[src/rtl/timer_countdown_core.sv]
`default_nettype none
// ============================================================================
// Module   : timer_countdown_core
// Purpose  : MM:SS countdown datapath for the kitchen timer. Executes
//            set/start/stop/clear commands from the control FSM over a
//            valid/ready channel, returns a one-cycle response, and drives
//            BCD digits plus running/expired/blink status.
// Ports    : CLOCK_50                  clock, all logic on posedge
//            reset                     asynchronous, active-high
//            cmd_valid/cmd_ready       command handshake
//            cmd_op[2:0]               0 NOP 1 LOAD_SEC 2 LOAD_MIN 3 START
//                                      4 STOP 5 CLEAR (6,7 illegal)
//            cmd_data[5:0]             binary 0..59 for LOAD_*
//            rsp_valid/rsp_err         response, one cycle after acceptance
//            sec_ones..min_tens[3:0]   BCD digits of the current value
//            running/expired/blink     status for LEDR
// Options  : `define TIMER_BLINK_EN to flash blink in EXPIRED every
//            BLINK_TICKS prescaler terminal counts; otherwise blink = expired.
// Revision : 1.0 - initial release
// ============================================================================
module timer_countdown_core #(
  parameter int CLK_HZ      = 50000000,
  parameter int TICK_HZ     = 1,
  parameter int BLINK_TICKS = 1
) (
  input  logic       CLOCK_50,
  input  logic       reset,
  input  logic       cmd_valid,
  output logic       cmd_ready,
  input  logic [2:0] cmd_op,
  input  logic [5:0] cmd_data,
  output logic       rsp_valid,
  output logic       rsp_err,
  output logic [3:0] sec_ones,
  output logic [3:0] sec_tens,
  output logic [3:0] min_ones,
  output logic [3:0] min_tens,
  output logic       running,
  output logic       expired,
  output logic       blink
);

  localparam int c_DIV = CLK_HZ / TICK_HZ;
  localparam int c_PW  = (c_DIV > 1) ? $clog2(c_DIV) : 1;
  localparam logic [c_PW-1:0] c_TERM = c_PW'(c_DIV - 1);

  localparam logic [2:0] c_OP_NOP      = 3'd0;
  localparam logic [2:0] c_OP_LOAD_SEC = 3'd1;
  localparam logic [2:0] c_OP_LOAD_MIN = 3'd2;
  localparam logic [2:0] c_OP_START    = 3'd3;
  localparam logic [2:0] c_OP_STOP     = 3'd4;
  localparam logic [2:0] c_OP_CLEAR    = 3'd5;

  localparam logic [1:0] c_ST_IDLE    = 2'd0;
  localparam logic [1:0] c_ST_RUN     = 2'd1;
  localparam logic [1:0] c_ST_EXPIRED = 2'd2;

`ifdef TIMER_BLINK_EN
  // The prescaler keeps running in EXPIRED to pace the blink counter.
  localparam bit c_PRESC_IN_EXP = 1'b1;
`else
  localparam bit c_PRESC_IN_EXP = 1'b0;
`endif

  logic [1:0]      r_state, w_state_nxt;
  logic [5:0]      r_min, w_min_nxt;
  logic [5:0]      r_sec, w_sec_nxt;
  logic [c_PW-1:0] r_presc, w_presc_nxt;
  logic            r_cmd_ready, r_rsp_valid, r_rsp_err, r_running, r_expired;
  logic            w_accept, w_term, w_tick, w_zero, w_data_ok, w_err;

  assign w_accept  = cmd_valid & r_cmd_ready;
  assign w_term    = (r_presc == c_TERM);
  assign w_tick    = (r_state == c_ST_RUN) && w_term;
  assign w_zero    = (r_min == 6'd0) && (r_sec == 6'd0);
  assign w_data_ok = (cmd_data <= 6'd59);

  // Binary 0..59 to two BCD digits by repeated subtraction of ten.
  function automatic logic [7:0] f_to_bcd(input logic [5:0] v);
    logic [3:0] tens;
    logic [5:0] rem;
    tens = 4'd0;
    rem  = v;
    for (int k = 0; k < 5; k++) begin
      if (rem >= 6'd10) begin
        rem  = rem - 6'd10;
        tens = tens + 4'd1;
      end
    end
    return {tens, 4'(rem)};
  endfunction

  // State register and datapath registers.
  always_ff @(posedge CLOCK_50 or posedge reset) begin
    if (reset) begin
      r_state     <= c_ST_IDLE;
      r_min       <= 6'd0;
      r_sec       <= 6'd0;
      r_presc     <= '0;
      r_cmd_ready <= 1'b1;
      r_rsp_valid <= 1'b0;
      r_rsp_err   <= 1'b0;
      r_running   <= 1'b0;
      r_expired   <= 1'b0;
    end else begin
      r_state     <= w_state_nxt;
      r_min       <= w_min_nxt;
      r_sec       <= w_sec_nxt;
      r_presc     <= w_presc_nxt;
      r_cmd_ready <= ~w_accept;
      r_rsp_valid <= w_accept;
      r_rsp_err   <= w_accept & w_err;
      // Decoded from the next state so the flags line up with r_state.
      r_running   <= (w_state_nxt == c_ST_RUN);
      r_expired   <= (w_state_nxt == c_ST_EXPIRED);
    end
  end

  // Next-state / next-value logic. The tick is applied first; an accepted
  // command then overrides it only where it changes state (STOP, CLEAR).
  always_comb begin
    w_state_nxt = r_state;
    w_min_nxt   = r_min;
    w_sec_nxt   = r_sec;
    w_err       = 1'b0;

    if ((r_state == c_ST_RUN) || (c_PRESC_IN_EXP && (r_state == c_ST_EXPIRED)))
      w_presc_nxt = w_term ? '0 : r_presc + c_PW'(1);
    else
      w_presc_nxt = '0;

    if (w_tick) begin
      if (r_sec != 6'd0) begin
        w_sec_nxt = r_sec - 6'd1;
      end else begin
        w_min_nxt = r_min - 6'd1;
        w_sec_nxt = 6'd59;
      end
      if ((r_min == 6'd0) && (r_sec == 6'd1))
        w_state_nxt = c_ST_EXPIRED;
    end

    if (w_accept) begin
      case (cmd_op)
        c_OP_NOP: begin
        end
        c_OP_LOAD_SEC, c_OP_LOAD_MIN: begin
          if ((r_state == c_ST_RUN) || !w_data_ok) begin
            w_err = 1'b1;
          end else begin
            if (cmd_op == c_OP_LOAD_SEC) w_sec_nxt = cmd_data;
            else                         w_min_nxt = cmd_data;
            w_state_nxt = c_ST_IDLE;
          end
        end
        c_OP_START: begin
          if (r_state == c_ST_IDLE) begin
            if (w_zero) w_err = 1'b1;
            else        w_state_nxt = c_ST_RUN;
          end else if (r_state == c_ST_EXPIRED) begin
            w_err = 1'b1;
          end
        end
        c_OP_STOP: begin
          // Holding the pre-tick value drops a tick landing on this edge.
          if (r_state != c_ST_IDLE) begin
            w_state_nxt = c_ST_IDLE;
            w_min_nxt   = r_min;
            w_sec_nxt   = r_sec;
          end
        end
        c_OP_CLEAR: begin
          w_state_nxt = c_ST_IDLE;
          w_min_nxt   = 6'd0;
          w_sec_nxt   = 6'd0;
        end
        default: w_err = 1'b1;
      endcase
    end

    // Every entry into RUN starts a full prescaler period.
    if (w_state_nxt == c_ST_IDLE)
      w_presc_nxt = '0;
  end

`ifdef TIMER_BLINK_EN
  localparam int c_BW = (BLINK_TICKS > 1) ? $clog2(BLINK_TICKS) : 1;
  logic [c_BW-1:0] r_blink_cnt;
  logic            r_blink;

  always_ff @(posedge CLOCK_50 or posedge reset) begin
    if (reset) begin
      r_blink     <= 1'b0;
      r_blink_cnt <= '0;
    end else if (w_state_nxt != c_ST_EXPIRED) begin
      r_blink     <= 1'b0;
      r_blink_cnt <= '0;
    end else if (r_state != c_ST_EXPIRED) begin
      r_blink     <= 1'b1;
      r_blink_cnt <= '0;
    end else if (w_term) begin
      if (r_blink_cnt == c_BW'(BLINK_TICKS - 1)) begin
        r_blink     <= ~r_blink;
        r_blink_cnt <= '0;
      end else begin
        r_blink_cnt <= r_blink_cnt + c_BW'(1);
      end
    end
  end
`endif

  // Output decode.
  always_comb begin
    {sec_tens, sec_ones} = f_to_bcd(r_sec);
    {min_tens, min_ones} = f_to_bcd(r_min);
    cmd_ready = r_cmd_ready;
    rsp_valid = r_rsp_valid;
    rsp_err   = r_rsp_err;
    running   = r_running;
    expired   = r_expired;
`ifdef TIMER_BLINK_EN
    blink     = r_blink;
`else
    // Steady on while expired; a zero half-period disables the LED entirely.
    blink     = r_expired & (BLINK_TICKS > 0);
`endif
  end

endmodule
`default_nettype wire

[config.mk]
export PLATFORM = sky130hd
export DESIGN_NAME = timer_countdown_core
export DESIGN_NICKNAME = d
export VERILOG_FILES = /design/src/rtl/timer_countdown_core.sv
export SDC_FILE = /design/constraint.sdc
export NUM_CORES = 1
export LEC_CHECK = 0
export CAP_MARGIN = 20
export CORE_MARGIN = 3
export CORE_UTILIZATION = 38
export DETAILED_ROUTE_END_ITERATION = 12
export PLACE_DENSITY = 0.55
export SLEW_MARGIN = 15
export SYNTH_ARGS = -nofsm -noshare
export SYNTH_HDL_FRONTEND = slang
export SYNTH_SLANG_ARGS = --single-unit
[constraint.sdc]
create_clock -name CLOCK_50 -period 5.6 [get_ports CLOCK_50]
set_clock_uncertainty 0.2 [all_clocks]
set_input_delay 1.12 -clock CLOCK_50 [delete_from_list [all_inputs] [get_ports CLOCK_50]]
set_output_delay 1.12 -clock CLOCK_50 [all_outputs]
set_load 0.1 [all_outputs]
; After elaboration in Yosys (flattened, before gate mapping)
; Cells that the tools add are included.
[op_classes]
n_eq_ne = 12
n_mux = 51
magnitude_cmp = 11
n_addsub = 21
reduce_logical = 14
n_bitwise = 3
[op_table]
columns = operator, count
row1 = $mux 6, 20
row2 = $mux 26, 3
row3 = $ge 6x4->1 const B, 10
row4 = $sub 6x4->6 const B, 8
row5 = $mux 4, 9
row6 = $pmux 6 s3, 2
row7 = $add 4x1->4 const B, 7
row8 = $add 26x1->26 const B, 1
row9 = $eq 26x26->1 const B, 1
row10 = $mux 2, 8
row11 = $logic_not 6->1, 2
row12 = $sub 6x1->6 const B, 2
row13 = $pmux 2 s4, 1
row14 = $sub 4x4->4 const B, 2
row15 = $mux 1, 7
row16 = $eq 3x2->1 const B, 2
row17 = $eq 3x3->1 const B, 2
row18 = $eq 6x1->1 const B, 1
row19 = $le 6x6->1 const B, 1
row20 = $reduce_bool 6->1, 1
row21 = $eq 2x1->1 const B, 2
row22 = $eq 2x2->1 const B, 2
row23 = $logic_not 2->1, 2
row24 = $eq 3x1->1 const B, 1
row25 = other kinds (12), 15
[word_totals]
register_bits = 45
in_bits = 12
wordCells = 121

; Depth between registers and ports, before layout
[logic_depth]
word_depth = 10
depth_mapped = 26
ltp_nobuf = 24

; Worst setup path before layout
; OpenSTA, ideal clock, no wires.
[synth_timing]
path_type = flip-flop to output port
start = register r_sec[2]
end = output sec_tens[2]
required_ns = 4.280
stages_incl_launch_ff = 26
path_buffers = 2
setup_slack_ns = -1.798
arrival_time_ns = 6.078
path_cell_list = dfrtp_1 > buf_2 > inv_1 > ha_1 > nor2b_1 > o21ai_0 > a31o_2 > ha_1 > nand2_1 > nand2_1 > a21oi_2 > xor2_1 > inv_1 > ha_1 > nor2b_1 > nand3_1 > a211oi_1 > a2111o_1 > buf_2 > xor2_1 > ha_1 > mux2_2 > ha_1 > inv_1 > nor2_1 > xnor2_1
[synth_via]
elab_chain_len = 10
word_cells_on_any_way = 22
classes_between = add/sub: 8 / order compare: 5 / mux: 9
[synth_rtl]
columns = item, line_no
row1 = "start, declared", 67  ; logic [5:0] r_sec, w_sec_nxt;
row2 = "start signal, assigned", 108  ; r_sec <= w_sec_nxt;
row3 = $sub 6x4->6 / $ge 6x4->1 (equally long branches), "86, 85"
row4 = $mux 6 / $mux 1 (equally long branches), 85  ; if (rem >= 6'd10) begin
row5 = "$sub 6x4->6, or another cell as far along", 86  ; rem = rem - 6'd10;
row6 = $mux 6 / $mux 2 (equally long branches), 85
row7 = "$sub 6x4->6, or another cell as far along", 86
row8 = $mux 6 / $mux 4 (equally long branches), 85
row9 = "$sub 6x4->6, or another cell as far along", 86
row10 = $mux 6 / $mux 4 (equally long branches), 85
row11 = $ge 6x4->1 / $add 4x1->4 (equally long branches), "85, 87"
row12 = $mux 4 (*), 85
row13 = "end, declared", 35  ; output logic [3:0] sec_tens,
; Every way passes the cells marked *; elsewhere a longest branch is shown, timed or not.

; Worst setup path after layout
[layout_timing]
start = register r_sec[1]
end = output sec_tens[1]
; The elaborated chain is that of the path after synthesis.

==> flow_summary.json <==
{
  "postSynthAreaPerCell_um2": 7.80,
  "cts_root_buffer": "clkbuf_16",
  "fin_ws_ns": -0.310,
  "whs_path_depth": 1,
  "initial_core_util": 0.400,
  "htreeDepth": 2,
  "yosysWarnings": 0,
  "start_kind": "register",
  "arrival_ns": 4.59,
  "cts.sinks": 45,
  "synth_area_um2": 4700,
  "min_path_type": "reg -> reg",
  "finalCriticalPeriod_ns": 5.91,
  "final_nets": 797,
  "grt_pass1_wl_mm": 23.0,
  "dieArea_um2": 13700,
  "boundaryPins": 34,
  "final_core_util": 0.626,
  "grt_pass1_vias": 4905,
  "wirelength_mm": 13.9,
  "cts_buffers": 5,
  "synth_compound_area_frac": 0.252,
  "fmax_ghz": 0.169,
  "rsz0062_at_grt": "yes",
  "synth_edf_count": 0,
  "grt_remaining_overflow": 0,
  "cts.reportedPaths.clkPinSlew_ns": 0.06,
  "synth_seq_area_share": 0.240,
  "io_buffers": 33,
  "setup_viol": 8,
  "muxShareOfSynthArea": 0.0226,
  "place_ws_ns": -0.217,
  "drc_errors": 0,
  "clock_latency_ns": 0.29,
  "crit_fanout": 5,
  "worst_pin_slew_ns": 0.980,
  "violations": "negative setup slack",
  "cts_tree": "built",
  "gp_congestion": 0.876,
  "drt_iter0_drc": 285,
  "hold_viol_final": 0,
  "grt_use_total": 0.204,
  "tns_ns": -1.60,
  "cp-end-kind": "output port",
  "place_area_um2": 6400,
  "status": "finished, violations left",
  "final_area_um2": 7360,
  "drv_slew": 0,
  "drive_above_1_share": 0.391,
  "place.detailed.hpwl_mm": 10.2,
  "wire_per_inst_um": 15.0,
  "ys_types": 85,
  "die_x_um": 117,
  "vias_per_cell": 5.36,
  "synthArstFlopShare": 1.00,
  "grt_max_degree": 46,
  "grt_antenna_before_repair": 0,
  "synth_adder_area_share": 0.0639,
  "syn_inst": 602,
  "clockBufferDepth": 2,
  "syn_nets": 638,
  "firstDrtPassIters": 4,
  "antenna_left": 0,
  "finalCritPeriodShare": 1.06,
  "synth_ff_type": "dfrtp_1",
  "r2r_cells": 9,
  "synthToLayoutAreaGrowth_pct": 56.6,
  "path_class": "reg -> out",
  "max-slew-margin-rel": 0.344,
  "rows": 39,
  "synth_top_family_by_area": "simple AND/OR/NAND/NOR gates",
  "synth_xor_area_frac": 0.0895,
  "required_ns": 4.28,
  "core_um2": 11800,
  "vias": 4963,
  "maxCapViolations": 0,
  "yosys.area_share.simple": 0.278,
  "yosys_register_bits": 45,
  "die_h_um": 117,
  "n_antenna_cell": 0
}
-- metrics by stage --
| step | std cells | hold slack [ns] |
|---|---|---|
| floorplan | 602 | 0.276 |
| global placement | 871 | 0.305 |
| detailed placement | 871 | 0.310 |
| CTS | 911 | 0.319 |
| global route | 926 | 0.351 |
| finish | 926 | 0.311 |
-- registers in the layout (all words and copies together), names as in the netlist --
signal,cells
blink,1
cmd_ready,1
r_min,6
r_presc,26
r_sec,6
r_state,2
rsp_err,1
rsp_valid,1
running,1
-- worst paths after layout --
path	start	to	slack (ns)
worst max-delay path	r_sec[1]	sec_tens[1]	-0.31
worst min register to register	r_presc[0]	r_presc[0]	0.31
min in group asynchronous	reset	r_presc[4]	1.17
max in group asynchronous	reset	r_sec[1]	3.38
worst min-delay path	r_presc[0]	r_presc[0]	0.31
worst max register to register	r_presc[9]	r_min[2]	2.51
-- synthesized netlist by cell type (11+ instances only) --
cell,n,area (µm²)
nor2_1,77,289
nand2_1,53,199
dfrtp_1,44,1100
a21oi_1,31,155
o21ai_0,31,155
inv_1,28,105
nand3_1,26,130
xor2_1,25,219
ha_1,24,300
xnor2_1,23,201
nor3_1,13,65.1
buf_2,12,60.1
clkbuf_1,11,41.3
-- area by class of cell --
class | instances | area (µm²)
fill | 1008 | 4400
multi-input combinational | 500 | 4120
timing repair buffer | 181 | 1620
sequential | 45 | 1130
tap | 164 | 205
clock buffer | 5 | 125
inverter | 28 | 113
clock inverter | 3 | 46.3
-- cell usage in the layout (no fill, tap or decap), drive strengths merged, types with 5 or more instances in the layout --
| master | count |
|---|---|
| nand2 | 53 |
| clkbuf | 5 |
| clkdlybuf4s50 | 19 |
| a21o | 6 |
| xnor2 | 23 |
| nand4 | 10 |
| a21oi | 36 |
| o21a | 5 |
| nand3 | 27 |
| nor2b | 9 |
| xor2 | 25 |
| nor3 | 14 |
| nor2 | 83 |
| a211oi | 8 |
| and2 | 7 |
| o22ai | 5 |
| a31oi | 8 |
| and3 | 8 |
| nor3b | 5 |
| mux2 | 5 |
| o21ai | 40 |
| or2 | 9 |
| buf | 162 |
| dfrtp | 44 |
| nand2b | 8 |
| mux2i | 5 |
| ha | 24 |
| inv | 28 |
-- critical path, cell delays in order (launching register included) --
cell	delay [ns]
dfrtp_2	0.45
inv_6	0.08
ha_4	0.19
o31a_1	0.12
a31o_2	0.25
ha_4	0.16
nand2_2	0.07
nand2_2	0.06
a21oi_4	0.19
xor2_2	0.19
inv_1	0.09
ha_2	0.17
nor2b_4	0.13
nand4_1	0.08
nand2_1	0.07
a2111o_1	0.48
buf_6	0.18
xor2_4	0.18
ha_4	0.23
mux2_4	0.29
ha_4	0.22
o221a_4	0.26
buf_12	0.16
-- cells by family after synthesis --
family,count (synthesis)
DFF,45
muxes,10
and+or+nand+nor,255
AOI/OAI and AO/OA,163
buffers and inverters,57
xor gates and xnor gates,48
adders and majority gates,24
-- routing by layer --
layer	global-route usage	routed length (µm)
met2	0.354	7000
met3	0.0180	206
met1	0.274	6450
met4	0.0466	193
met5	0	0
-- what timing repair did --
action,in CTS,in global routing
hold buffers,0,0
buffers inserted,34,14
pin swaps,29,33
setup endpoints to repair,13,14
gates cloned,0,0
resized for setup,44,40
Power is left out: the tool's default activity adds up to more than one toggle a clock period on the data nets, which glitch-free logic cannot reach.
